===== config.mk =====
export PLATFORM = sky130hd
export DESIGN_NAME = cnt_arb
export DESIGN_NICKNAME = d
export VERILOG_FILES = /design/src/rtl/cnt_arb.sv
export SDC_FILE = /design/constraint.sdc
export NUM_CORES = 1
export LEC_CHECK = 0
export CAP_MARGIN = 20
export CORE_UTILIZATION = 48
export DETAILED_ROUTE_END_ITERATION = 12
export PLACE_DENSITY = 0.82
export SYNTH_ARGS = -nofsm -noshare
export SYNTH_HDL_FRONTEND = slang
export SYNTH_SLANG_ARGS = --single-unit

===== constraint.sdc =====
create_clock -name clk -period 3.7 [get_ports clk]
set_input_delay 0.74 -clock clk [delete_from_list [all_inputs] [get_ports clk]]
set_output_delay 0.74 -clock clk [all_outputs]
set_load 0.01 [all_outputs]

===== src/rtl/cnt_arb.sv =====
// cnt_arb: round-robin scheduler sharing one WIDTH-bit up-counter (delay
// timer) between NREQ requesters. A granted requester has its delay latched,
// the counter runs from 0 up to that delay while en is high, and a single
// cycle done pulse is returned to the owner.
//
// Optional feature: define CNTARB_ABORT_EN to let an owner cancel its job by
// dropping req while the counter is running (no done pulse in that case).
// With the macro undefined, a granted job always runs to completion.
//
// Handshake: req[i] is a level. A requester raises req[i] and keeps it high
// until it sees done[i]; gnt[i] is high from the cycle after arbitration up
// to the completion cycle. done[i] is high for exactly one cycle. Requests
// are only arbitrated in IDLE, so a held request is never lost.
//
// The FSM state is exported on dbg_state for observation.

module cnt_arb #(
    parameter int NREQ  = 4,
    parameter int WIDTH = 4
) (
    input  logic                    clk,
    input  logic                    rst,
    input  logic                    en,
    input  logic [NREQ-1:0]         req,
    input  logic [NREQ*WIDTH-1:0]   dly,
    output logic [NREQ-1:0]         gnt,
    output logic [NREQ-1:0]         done,
    output logic                    busy,
    output logic [WIDTH-1:0]        cnt,
    output logic [1:0]              dbg_state
);

    localparam int IW = (NREQ > 1) ? $clog2(NREQ) : 1;

    typedef enum logic [1:0] {
        S_IDLE = 2'd0,
        S_RUN  = 2'd1,
        S_DONE = 2'd2
    } state_t;

    state_t            state_q, state_d;
    logic [IW-1:0]     owner_q, owner_d;
    logic [IW-1:0]     ptr_q, ptr_d;
    logic [WIDTH-1:0]  dly_q, dly_d;
    logic [WIDTH-1:0]  cnt_q, cnt_d;
    logic [NREQ-1:0]   gnt_q, gnt_d;
    logic [NREQ-1:0]   done_q, done_d;

    // Per-requester delay slices, unpacked for simple indexing by owner.
    logic [WIDTH-1:0]  dly_arr [NREQ];

    // Round-robin selection results.
    logic              sel_valid;
    logic [IW-1:0]     sel_idx;
    int                cand;

    // Pointer value that follows the current owner (wraps at NREQ).
    logic [IW-1:0]     owner_inc;

    genvar g;
    generate
        for (g = 0; g < NREQ; g++) begin : g_dly_unpack
            assign dly_arr[g] = dly[g*WIDTH +: WIDTH];
        end
    endgenerate

    assign owner_inc = (owner_q == IW'(NREQ - 1)) ? '0 : owner_q + 1'b1;

    // Pick the first asserted request at or after ptr, wrapping around.
    always_comb begin
        sel_valid = 1'b0;
        sel_idx   = '0;
        cand      = 0;
        for (int k = 0; k < NREQ; k++) begin
            cand = int'(ptr_q) + k;
            if (cand >= NREQ) begin
                cand = cand - NREQ;
            end
            if (!sel_valid && req[cand]) begin
                sel_valid = 1'b1;
                sel_idx   = IW'(cand);
            end
        end
    end

    // Next-state and register updates for the IDLE/RUN/DONE sequence.
    always_comb begin
        state_d = state_q;
        owner_d = owner_q;
        ptr_d   = ptr_q;
        dly_d   = dly_q;
        cnt_d   = cnt_q;
        gnt_d   = gnt_q;
        done_d  = done_q;

        unique case (state_q)
            S_IDLE: begin
                if (sel_valid) begin
                    state_d          = S_RUN;
                    owner_d          = sel_idx;
                    dly_d            = dly_arr[sel_idx];
                    cnt_d            = '0;
                    gnt_d            = '0;
                    gnt_d[sel_idx]   = 1'b1;
                end
            end

            S_RUN: begin
`ifdef CNTARB_ABORT_EN
                // Owner withdrew its request: cancel silently, move on.
                if (!req[owner_q]) begin
                    state_d = S_IDLE;
                    gnt_d   = '0;
                    cnt_d   = '0;
                    ptr_d   = owner_inc;
                end else
`endif
                if (en) begin
                    if (cnt_q == dly_q) begin
                        state_d         = S_DONE;
                        gnt_d           = '0;
                        done_d          = '0;
                        done_d[owner_q] = 1'b1;
                    end else begin
                        cnt_d = cnt_q + 1'b1;
                    end
                end
            end

            S_DONE: begin
                state_d = S_IDLE;
                done_d  = '0;
                ptr_d   = owner_inc;
                cnt_d   = '0;
            end

            default: begin
                state_d = S_IDLE;
                gnt_d   = '0;
                done_d  = '0;
                cnt_d   = '0;
            end
        endcase
    end

    // State and datapath registers with asynchronous active-low clear.
    always_ff @(posedge clk or negedge rst) begin
        if (!rst) begin
            state_q <= S_IDLE;
            owner_q <= '0;
            ptr_q   <= '0;
            dly_q   <= '0;
            cnt_q   <= '0;
            gnt_q   <= '0;
            done_q  <= '0;
        end else begin
            state_q <= state_d;
            owner_q <= owner_d;
            ptr_q   <= ptr_d;
            dly_q   <= dly_d;
            cnt_q   <= cnt_d;
            gnt_q   <= gnt_d;
            done_q  <= done_d;
        end
    end

    assign gnt       = gnt_q;
    assign done      = done_q;
    assign cnt       = cnt_q;
    assign busy      = (state_q != S_IDLE);
    assign dbg_state = state_q;

endmodule


==> results of run 1 <==
## cells in the mapped netlist, types with 2 or more instances
library cell,count
xor2_1,2
a21oi_1,3
nor2_1,11
a22o_1,2
nand3_1,3
nand2b_1,3
nand4_1,2
dfrtp_1,22
mux2i_1,13
o31ai_1,2
inv_1,4
or2_1,2
xnor2_1,4
o221ai_1,4
o2bb2ai_1,2
o21ai_1,3
nand2_1,10
nor3_1,2
inv_2,2
ha_1,5
## worst max-delay path, stage by stage, from the launching register on
cell	delay, ns
dfrtp_1	0.58
or2_1	0.21
clkdlybuf4s50_1	0.57
## registers in the layout (all words and copies together) (netlist names)
signal and count:
dbg_state 2, ptr_q 2, cnt 4, dly_q 4
owner_q 2, done 4, gnt 4
## path summary, 6_finish.rpt
| check | end | slack, ns | cells after the start |
|---|---|---|---|
| setup reg to reg | dly_q[0] | 1.78 | 5 |
| max in group asynchronous | dbg_state[1] | 2.58 | 2 |
| setup / recovery | busy | 1.31 | 2 |
| min in group asynchronous | done[2] | 0.71 | 1 |
| hold / removal | gnt[1] | 0.51 | 1 |
| hold reg to reg | gnt[1] | 0.51 | 1 |
## cell type report
type / count / area (sq um)
Fill cell: 182 / 648
Tap cell: 28 / 35.0
Inverter: 6 / 22.5
Clock buffer: 3 / 22.5
Sequential cell: 22 / 551
Multi-Input combinational cell: 85 / 621
Timing Repair Buffer: 38 / 398
## layer usage
| metal | GRT usage | part of all wire | up-vias |
|---|---|---|---|
| li1 | - | - | 492 |
| met1 | 0.304 | 0.45 | 477 |
| met2 | 0.378 | 0.47 | 39 |
| met3 | 0.0522 | 0.062 | 4 |
| met4 | 0.101 | 0.014 | 0 |
| met5 | 0 | 0 | - |
## power groups by stage
stage / logic, mW / registers, mW / clock network (mW)
6_report: 0.545 / 0.440 / 0.106
2_1_floorplan: 0.318 / 0.442 / 0
5_1_grt: 0.600 / 0.455 / 0.120
4_1_cts: 0.542 / 0.439 / 0.110
3_3_place_gp: 0.521 / 0.438 / 0
3_5_place_dp: 0.536 / 0.443 / 0
## logic make-up (layout without fill, tap and decap cells)
group	count (synthesis)	count (layout)	synth area share
and+or+nand+nor	38	38	0.162
AOI/OAI and AO/OA	22	22	0.140
DFF	22	22	0.455
muxes	14	14	0.117
buffers and inverters	8	47	0.0311
xor gates and xnor gates	6	6	0.0435
adders and majority gates	5	5	0.0518
## metrics by stage
step	instance area (sq um)	std cells
global placement	1600	178
global route	1650	182
finish	1650	182
CTS	1620	181
detailed placement	1600	178
floorplan	1210	115
==> reports/summary.txt, run 1 <==
Hold Path Class: reg -> reg
Internal: 0.663 mW
Gate power share: 0.499
Relative slew slack: 0.562
Max-slew violation count: 0
Top area cells in the synthesized netlist: dfrtp_1 46%, mux2i_1 11%, ha_1 5.2%
Row count: 17
Most frequent cells in the layout: 37 x clkdlybuf4s50_1, 22 x dfrtp_1, 13 x mux2i_1, 11 x nor2_1, 10 x nand2_1
Leak Pwr: 0.700 nW
DR vias: 1012
All-Layer GR Usage: 0.235
Crit share post-route: 0.647
Final worst slack: 1.31 ns
DP HPWL: 2130 microns
Clk pwr share: 0.098
Initial core utilization: 0.526
Status: completed
Critical-path maximum fanout: 14
GPL Wtd Cong: 0.800
Maxcap violations: 0
First-pass GRT wire length: 4620 microns
Async SR Flop Fraction: 1.00
Area growth syn-to-layout: 36.4%
TritonCTS clock tree: yes
Cell variety after synth: 34
DRT iter0 DRCs: 17
Hold slack: 0.509 ns
TNS Setup: 0 ns
Unrepaired setup endpoints after global routing: false
Num CTS Buffers: 3
Via density per instance: 5.56
Input/output buffers: 37
Vias in the first global route: 1036
Crit path arrival time: 1.65 ns
Fmax achieved: 0.418 GHz
Tmin final: 2.39 ns
Reg2reg start: ptr_q[1]
Root Buffer: clkbuf_4
Post-CTS Setup Bufs: 0
Worst Setup SP: dbg_state[1]
Most common cell after layout, fill and taps aside: clkdlybuf4s50_1
Die footprint: 2720 sq um
Final WL: 2870 microns
Overflow after GRT: 0
Final setup violation count: 0
Nets: 184
CP required: 2.96 ns
Power per cell area: 661 nW/um^2
Setup crit start kind: flip-flop
Syn Inst Count: 115
# IOs: 38
CTS Hold Bufs: 0
Least-Margin Pin Slew: 0.655 ns
Largest net degree at the start of global routing: 23
Final setup skew: 0.00238 ns
Yosys Warn Count: 0
CTS H-tree lvls: 1
Min-delay src: gnt[1]
Final Hold Viols: 0
Net Switching: 0.428 mW
Flop pwr share: 0.403
Post-DRT Antenna Nets: 0
DIE WIDTH: 52.2 microns
CP Capture Type: output port
Clk buf depth: 2
Post-CTS Resized: 0
Synth Cell Area: 1210 sq um
Core region area: 2300 sq um
DRC viols: 0
Fin util: 0.718
Die Span Y: 52.2 microns
Largest area contributor in the netlist: dfrtp_1
DR pass1 iterations: 5
Clock Sinks: 22
Pre-CTS WS: 1.07 ns
Worst vdd ir: 0.424 mV
Post-Syn Nets: 143
ANT cells: 0
Post-synth top area share: 0.455
Net Sw Frac: 0.392
Initial antenna violation count: 0
FF+latch count, synth: 22
Share of cells above drive strength 1: 0.0844
Syn_area_per_cell: 10.5 sq um
Clock latency on the worst-skew pair: 0.30 ns
Post-synthesis sequential area ratio: 0.455
Total power: 1.09 mW
Number of flops mapped to enable cells by yosys: 0
Reg clk slew, reported paths: 0.12 ns
Synth Flop Type: dfrtp_1
Crit Path Class: reg -> out
WL/cell: 15.8 microns
Note: power is estimated with default switching activity, not from simulation.
==> inputs of run 2 (changes only) <==
- CORE_UTILIZATION: 48 -> 41
- PLACE_DENSITY: 0.82 -> 0.75
- clock period: 3.7 -> 2.15 ns (I/O delays scaled with it)
==> reports/summary.txt, run 2 (same netlist as run 1, synthesis figures left out) <==
WL/cell: 14.1 microns (was 15.8 microns)
Fin util: 0.602 (was 0.718)
Row count: 19 (was 17)
CTS Hold Bufs: 0 (unchanged)
Least-Margin Pin Slew: 0.381 ns (was 0.655 ns)
Post-CTS Setup Bufs: 0 (unchanged)
Relative slew slack: 0.745 (was 0.562)
Post-DRT Antenna Nets: 0 (unchanged)
Max-slew violation count: 0 (unchanged)
Most common cell after layout, fill and taps aside: clkdlybuf4s50_1 (unchanged)
ANT cells: 0 (unchanged)
Root Buffer: clkbuf_4 (unchanged)
Initial core utilization: 0.435 (was 0.526)
DR pass1 iterations: 4 (was 5)
Core region area: 2780 sq um (was 2300 sq um)
Power per cell area: 1160 nW/um^2 (was 661 nW/um^2)
Status: completed (unchanged)
Die footprint: 3170 sq um (was 2720 sq um)
CP required: 1.72 ns (was 2.96 ns)
Reg2reg end: done[2] (was dly_q[0])
Setup crit start kind: flip-flop (unchanged)
All-Layer GR Usage: 0.186 (was 0.235)
Initial antenna violation count: 0 (unchanged)
First-pass GRT wire length: 4470 microns (was 4620 microns)
DRC viols: 0 (unchanged)
CTS H-tree lvls: 1 (unchanged)
Vias in the first global route: 1022 (was 1036)
Nets: 186 (was 184)
Clock Sinks: 22 (unchanged)
Clk buf depth: 2 (unchanged)
Crit Path Class: reg -> out (unchanged)
Worst vdd ir: 0.822 mV (was 0.424 mV)
DIE WIDTH: 56.3 microns (was 52.2 microns)
TNS Setup: 0 ns (unchanged)
Overflow after GRT: 0 (unchanged)
Worst path cell trace: or2_1 -> clkdlybuf4s50_1 (unchanged)
Leak Pwr: 0.714 nW (was 0.700 nW)
Worst reg2reg path depth: 5 (unchanged)
Input/output buffers: 37 (unchanged)
Clock latency on the worst-skew pair: 0.31 ns (was 0.30 ns)
Tmin final: 1.99 ns
Reg2Reg Setup Slack: 0.45 ns (was 1.78 ns)
Final setup violation count: 0 (unchanged)
Final WL: 2650 microns (was 2870 microns)
Hold Path Class: in -> async (was reg -> reg)
Crit path max-delay cell type: clkdlybuf4s50_1 (was dfrtp_1)
Unrepaired setup endpoints after global routing: false (unchanged)
Most frequent cells in the layout: 37 x clkdlybuf4s50_1, 22 x dfrtp_1, 13 x mux2i_1, 11 x nor2_1, 10 x nand2_1 (unchanged)
Crit share post-route: 0.926
DP HPWL: 2120 microns (was 2130 microns)
# IOs: 38 (unchanged)
Critical-path maximum fanout: 8 (was 14)
CP Capture Type: output port (unchanged)
Reg clk slew, reported paths: 0.12 ns (about the same)
Num CTS Buffers: 3 (unchanged)
Post-CTS Resized: 0 (unchanged)
Fmax achieved: 0.502 GHz
Crit path arrival time: 1.56 ns (was 1.65 ns)
# fillers: 252 (was 182)
Final Hold Viols: 0 (unchanged)
Final setup skew: 0.00448 ns (was 0.00238 ns)
Area growth syn-to-layout: 38.5% (was 36.4%)
Share of cells above drive strength 1: 0.102 (was 0.0844)
GPL Wtd Cong: 0.771 (was 0.800)
TritonCTS clock tree: yes (unchanged)
Largest net degree at the start of global routing: 23 (unchanged)
Die Span Y: 56.3 microns (was 52.2 microns)
DR vias: 990 (was 1012)
Crit path largest cell delay: 0.49 ns (was 0.58 ns)
Reg2reg start: cnt[0] (was ptr_q[1])
Maxcap violations: 0 (unchanged)
Via density per instance: 5.27 (was 5.56)
DRT iter0 DRCs: 20 (was 17)
## run 2: changes by cell type in the layout (fill, tap and decap cells not counted), sizes merged
cell and delta:
buf +2, clkbuf +1
## run 2: critical path, delay by kind of cell, from the launching register on
kind	cells	cell delay [ns]
AND/OR/NAND/NOR	1	0.28
flip-flops	1	0.47
buffers and inverters	1	0.49
## run 2: layout make-up
type | count | area [sq um] | area share
multi-input combinational | 85 | 621 | 0.371
tap | 31 | 38.8 | 0.0232
sequential | 22 | 551 | 0.329
inverter | 6 | 22.5 | 0.0135
timing repair buffer | 40 | 405 | 0.242
clock buffer | 4 | 36.3 | 0.0217
## run 2: per-stage QoR
step                      hold slack [ns]  std cells  area, sq um  power (mW)  setup slack (ns)
after floorplan                     0.134        115         1210        1.31             0.613
after global placement              0.496        184         1640        1.69             0.123
after detailed placement            0.479        184         1640        1.73            0.0647
after CTS                           0.453        188         1670        1.96             0.152
after global routing                0.462        188         1670        2.09            0.0961
final                               0.445        188         1670        1.95             0.160
## run 2: how the worst max path moves through the flow
stage / from / endpoint / slack [ns] / cells after the start
6_report: dbg_state[0] / busy / 0.16 / 2
5_1_grt: dbg_state[1] / busy / 0.1 / 2
4_1_cts: dbg_state[0] / busy / 0.15 / 2
3_5_place_dp: req[0] / gnt[3] / 0.06 / 5
3_3_place_gp: req[0] / dly_q[2] / 0.12 / 7
2_1_floorplan: ptr_q[1] / dly_q[1] / 0.61 / 6
## run 2: power by group
group          leakage (nW)  internal [mW]  total [mW]  switching, mW
logic                 0.408          0.520       0.971          0.450
clock network        0.0210          0.104       0.232          0.128
registers             0.285          0.581       0.745          0.165
## run 2: layer usage
| layer | wire (microns) | track usage | vias to the layer above |
|---|---|---|---|
| li1 | - | - | 493 |
| met1 | 1220 | 0.229 | 463 |
| met2 | 1250 | 0.315 | 30 |
| met3 | 126 | 0.0369 | 4 |
| met4 | 47 | 0.0836 | 0 |
| met5 | 0 | 0 | - |
==> inputs of run 3 (changes only) <==
- ABC_AREA: not set -> 1
- CORE_MARGIN: not set -> 2
- CORE_UTILIZATION: 41 -> 44
- HOLD_SLACK_MARGIN: not set -> 0.02
- PLACE_DENSITY: 0.75 -> 0.76
==> reports/summary.txt, run 3 <==
Sequential standard cell area: 552 sq um (was 551 sq um)
Tmin final: 1.94 ns (was 1.99 ns)
DP HPWL: 2610 microns (was 2120 microns)
# IOs: 38 (unchanged)
Most frequent cells in the layout: 87 x nand2_1, 37 x clkdlybuf4s50_1, 21 x dfrtp_1, 16 x inv_1 (was 37 x clkdlybuf4s50_1, 22 x dfrtp_1, 13 x mux2i_1, 11 x nor2_1, 10 x nand2_1)
Root Buffer: clkbuf_4 (unchanged)
Yosys Warn Count: 0 (unchanged)
# fillers: 320 (was 252)
DR pass1 iterations: 4 (unchanged)
Setup crit start kind: flip-flop (unchanged)
Post-DRT Antenna Nets: 0 (unchanged)
Unrepaired setup endpoints after global routing: false (unchanged)
Most common cell in the synthesized netlist: nand2_1 (was dfrtp_1)
Max-slew violation count: 0 (unchanged)
Clock latency on the worst-skew pair: 0.30 ns (was 0.31 ns)
GPL Wtd Cong: 0.779 (was 0.771)
Initial antenna violation count: 0 (unchanged)
Core region area: 3310 sq um (was 2780 sq um)
Final Hold Viols: 0 (unchanged)
Post-synth top area share: 0.365 (was 0.455)
Clk buf depth: 2 (unchanged)
Most common cell after layout, fill and taps aside: nand2_1 (was clkdlybuf4s50_1)
Final setup violation count: 0 (unchanged)
Overflow after GRT: 0 (unchanged)
Die footprint: 3910 sq um (was 3170 sq um)
Async SR Flop Fraction: 1.00 (unchanged)
Crit path arrival time: 2.14 ns (was 1.56 ns)
Syn Inst Count: 212 (was 115)
Vias in the first global route: 1304 (was 1022)
Post-CTS Setup Bufs: 0 (unchanged)
ANT cells: 0 (unchanged)
Syn_area_per_cell: 7.11 sq um (was 10.5 sq um)
Nets: 290 (was 186)
Relative slew slack: 0.817 (was 0.745)
Post-synthesis sequential area ratio: 0.365 (was 0.455)
First-pass GRT wire length: 5580 microns (was 4470 microns)
Synth Flop Type: dfrtp_1 (unchanged)
Worst vdd ir: 0.783 mV (was 0.822 mV)
Largest area contributor in the netlist: dfrtp_1 (unchanged)
Critical-path maximum fanout: 10 (was 8)
Final setup skew: 0.00606 ns (was 0.00448 ns)
DRT iter0 DRCs: 75 (was 20)
Num CTS Buffers: 3 (unchanged)
Status: completed (unchanged)
Row count: 21 (was 19)
CTS H-tree lvls: 1 (unchanged)
Final Instance Count excl. Fillers: 306 (was 188)
Leak Pwr: 1.03 nW (was 0.714 nW)
Hold Path Class: in -> async (unchanged)
CP Capture Type: flip-flop (was output port)
Largest net degree at the start of global routing: 23 (unchanged)
Final WL: 3120 microns (was 2650 microns)
Design area: 2010 sq um (was 1670 sq um)
DR vias: 1425 (was 990)
Maxcap violations: 0 (unchanged)
WL/cell: 10.2 microns (was 14.1 microns)
Crit share post-route: 0.901 (was 0.926)
Crit Path Class: reg -> reg (was reg -> out)
DIE WIDTH: 62.5 microns (was 56.3 microns)
Top cells by count, synth: 87 x nand2_1, 22 x dfrtp_1, 16 x inv_1 (was 22 x dfrtp_1, 13 x mux2i_1, 11 x nor2_1)
All-Layer GR Usage: 0.175 (was 0.186)
Number of flops mapped to enable cells by yosys: 0 (unchanged)
Fin util: 0.606 (was 0.602)
Synth Cell Area: 1510 sq um (was 1210 sq um)
DRC viols: 0 (unchanged)
Power per cell area: 1490 nW/um^2 (was 1160 nW/um^2)
Reg2Reg Setup Slack: 0.21 ns (was 0.45 ns)
Clock Sinks: 22 (unchanged)
Total power: 2.99 mW (was 1.95 mW)
Fmax achieved: 0.516 GHz (was 0.502 GHz)
Reg clk slew, reported paths: 0.11 ns (was 0.12 ns)
Multi-input logic area: 858 sq um (was 621 sq um)
Post-Syn Nets: 240 (was 143)
Top area cells in the synthesized netlist: dfrtp_1 37%, nand2_1 22%, nand2_2 6.2% (was dfrtp_1 46%, mux2i_1 11%, ha_1 5.2%)
Share of cells above drive strength 1: 0.177 (was 0.102)
Via density per instance: 4.66 (was 5.27)
Least-Margin Pin Slew: 0.274 ns (was 0.381 ns)
Dpl cells: 303 (was 184)
Pre-CTS WS: -0.0478 ns (was 0.0647 ns)
Area growth syn-to-layout: 33.2% (was 38.5%)
Initial core utilization: 0.455 (was 0.435)
Final worst slack: 0.212 ns (was 0.160 ns)
Cell area after placement: 1980 sq um (was 1640 sq um)
Cell variety after synth: 23 (was 34)
FF+latch count, synth: 22 (unchanged)
Die Span Y: 62.5 microns (was 56.3 microns)
TritonCTS clock tree: yes (unchanged)
CP required: 2.35 ns (was 1.72 ns)
Input/output buffers: 37 (unchanged)
-- run 3: cell types whose count changed after synthesis, sizes merged, moves of 5 or more --
cell and change:
nand3 +15, nand2 +94, o21ai +9, o221ai -5
inv +13, mux2i -13
-- run 3: logic make-up (layout without fill, tap and decap cells) --
logic type / after synthesis / after routing / share of synthesized area
flops: 22 / 22 / 0.365
buf+inv: 21 / 69 / 0.0648
xor+xnor: 5 / 5 / 0.0291
fa+ha+maj: 5 / 5 / 0.0415
simple gates: 141 / 141 / 0.434
compound gates: 18 / 18 / 0.0648
-- run 3: worst paths after layout --
| kind | start | endpoint | cells past startpoint |
|---|---|---|---|
| hold reg to reg | gnt[3] | gnt[3] | 2 |
| min in group clk | gnt[3] | gnt[3] | 2 |
| hold / removal | rst | done[3] | 2 |
| max in group asynchronous | rst | ptr_q[0] | 2 |
| setup reg to reg | ptr_q[0] | dly_q[3] | 13 |
| setup / recovery | ptr_q[0] | dly_q[3] | 13 |
-- run 3: cell type report --
cell class	count	area share
clock buffer	3	0.0112
inverter	19	0.0355
multi-input combinational	169	0.428
tap	46	0.0287
sequential	22	0.275
timing repair buffer	47	0.222
-- run 3: report_power, final --
part / internal, mW / switching (mW) / total (mW)
combinational: 0.867 / 1.20 / 2.07
sequential: 0.581 / 0.157 / 0.738
clock: 0.0654 / 0.117 / 0.182
total: 1.51 / 1.48 / 2.99
-- run 3: repair_timing --
item / in CTS / in global routing
setup endpoints to repair: 0 / 5
gates resized for setup: 0 / 1
hold buffers: 0 / 0
-- run 3: per-stage QoR --
stage | TNS [ns] | hold WS [ns]
after floorplan | 0 | 0.134
after global placement | -0.143 | 0.479
after detailed placement | -0.211 | 0.472
after CTS | 0 | 0.469
after global routing | 0 | 0.488
final | 0 | 0.465
-- run 3: per-layer routing --
| layer | global-route usage | vias to the layer above | wire [microns] |
|---|---|---|---|
| met5 | 0 | - | 0 |
| met4 | 0.0694 | 0 | 19 |
| met3 | 0.0216 | 2 | 120 |
| met2 | 0.288 | 33 | 1500 |
| met1 | 0.233 | 627 | 1480 |
| li1 | - | 763 | - |
-- run 3: worst max-delay path: stages, from the launching register on --
cell and delay, ns:
dfrtp_2 0.50, buf_4 0.18, nand2_1 0.07, nand2_2 0.07, nand2_1 0.09, nand2_2 0.07
nor2_4 0.11, nand4_1 0.15, nand2_2 0.14, nor2_2 0.06, nand2_2 0.16, inv_1 0.11
nand2_1 0.08, nand2_1 0.04
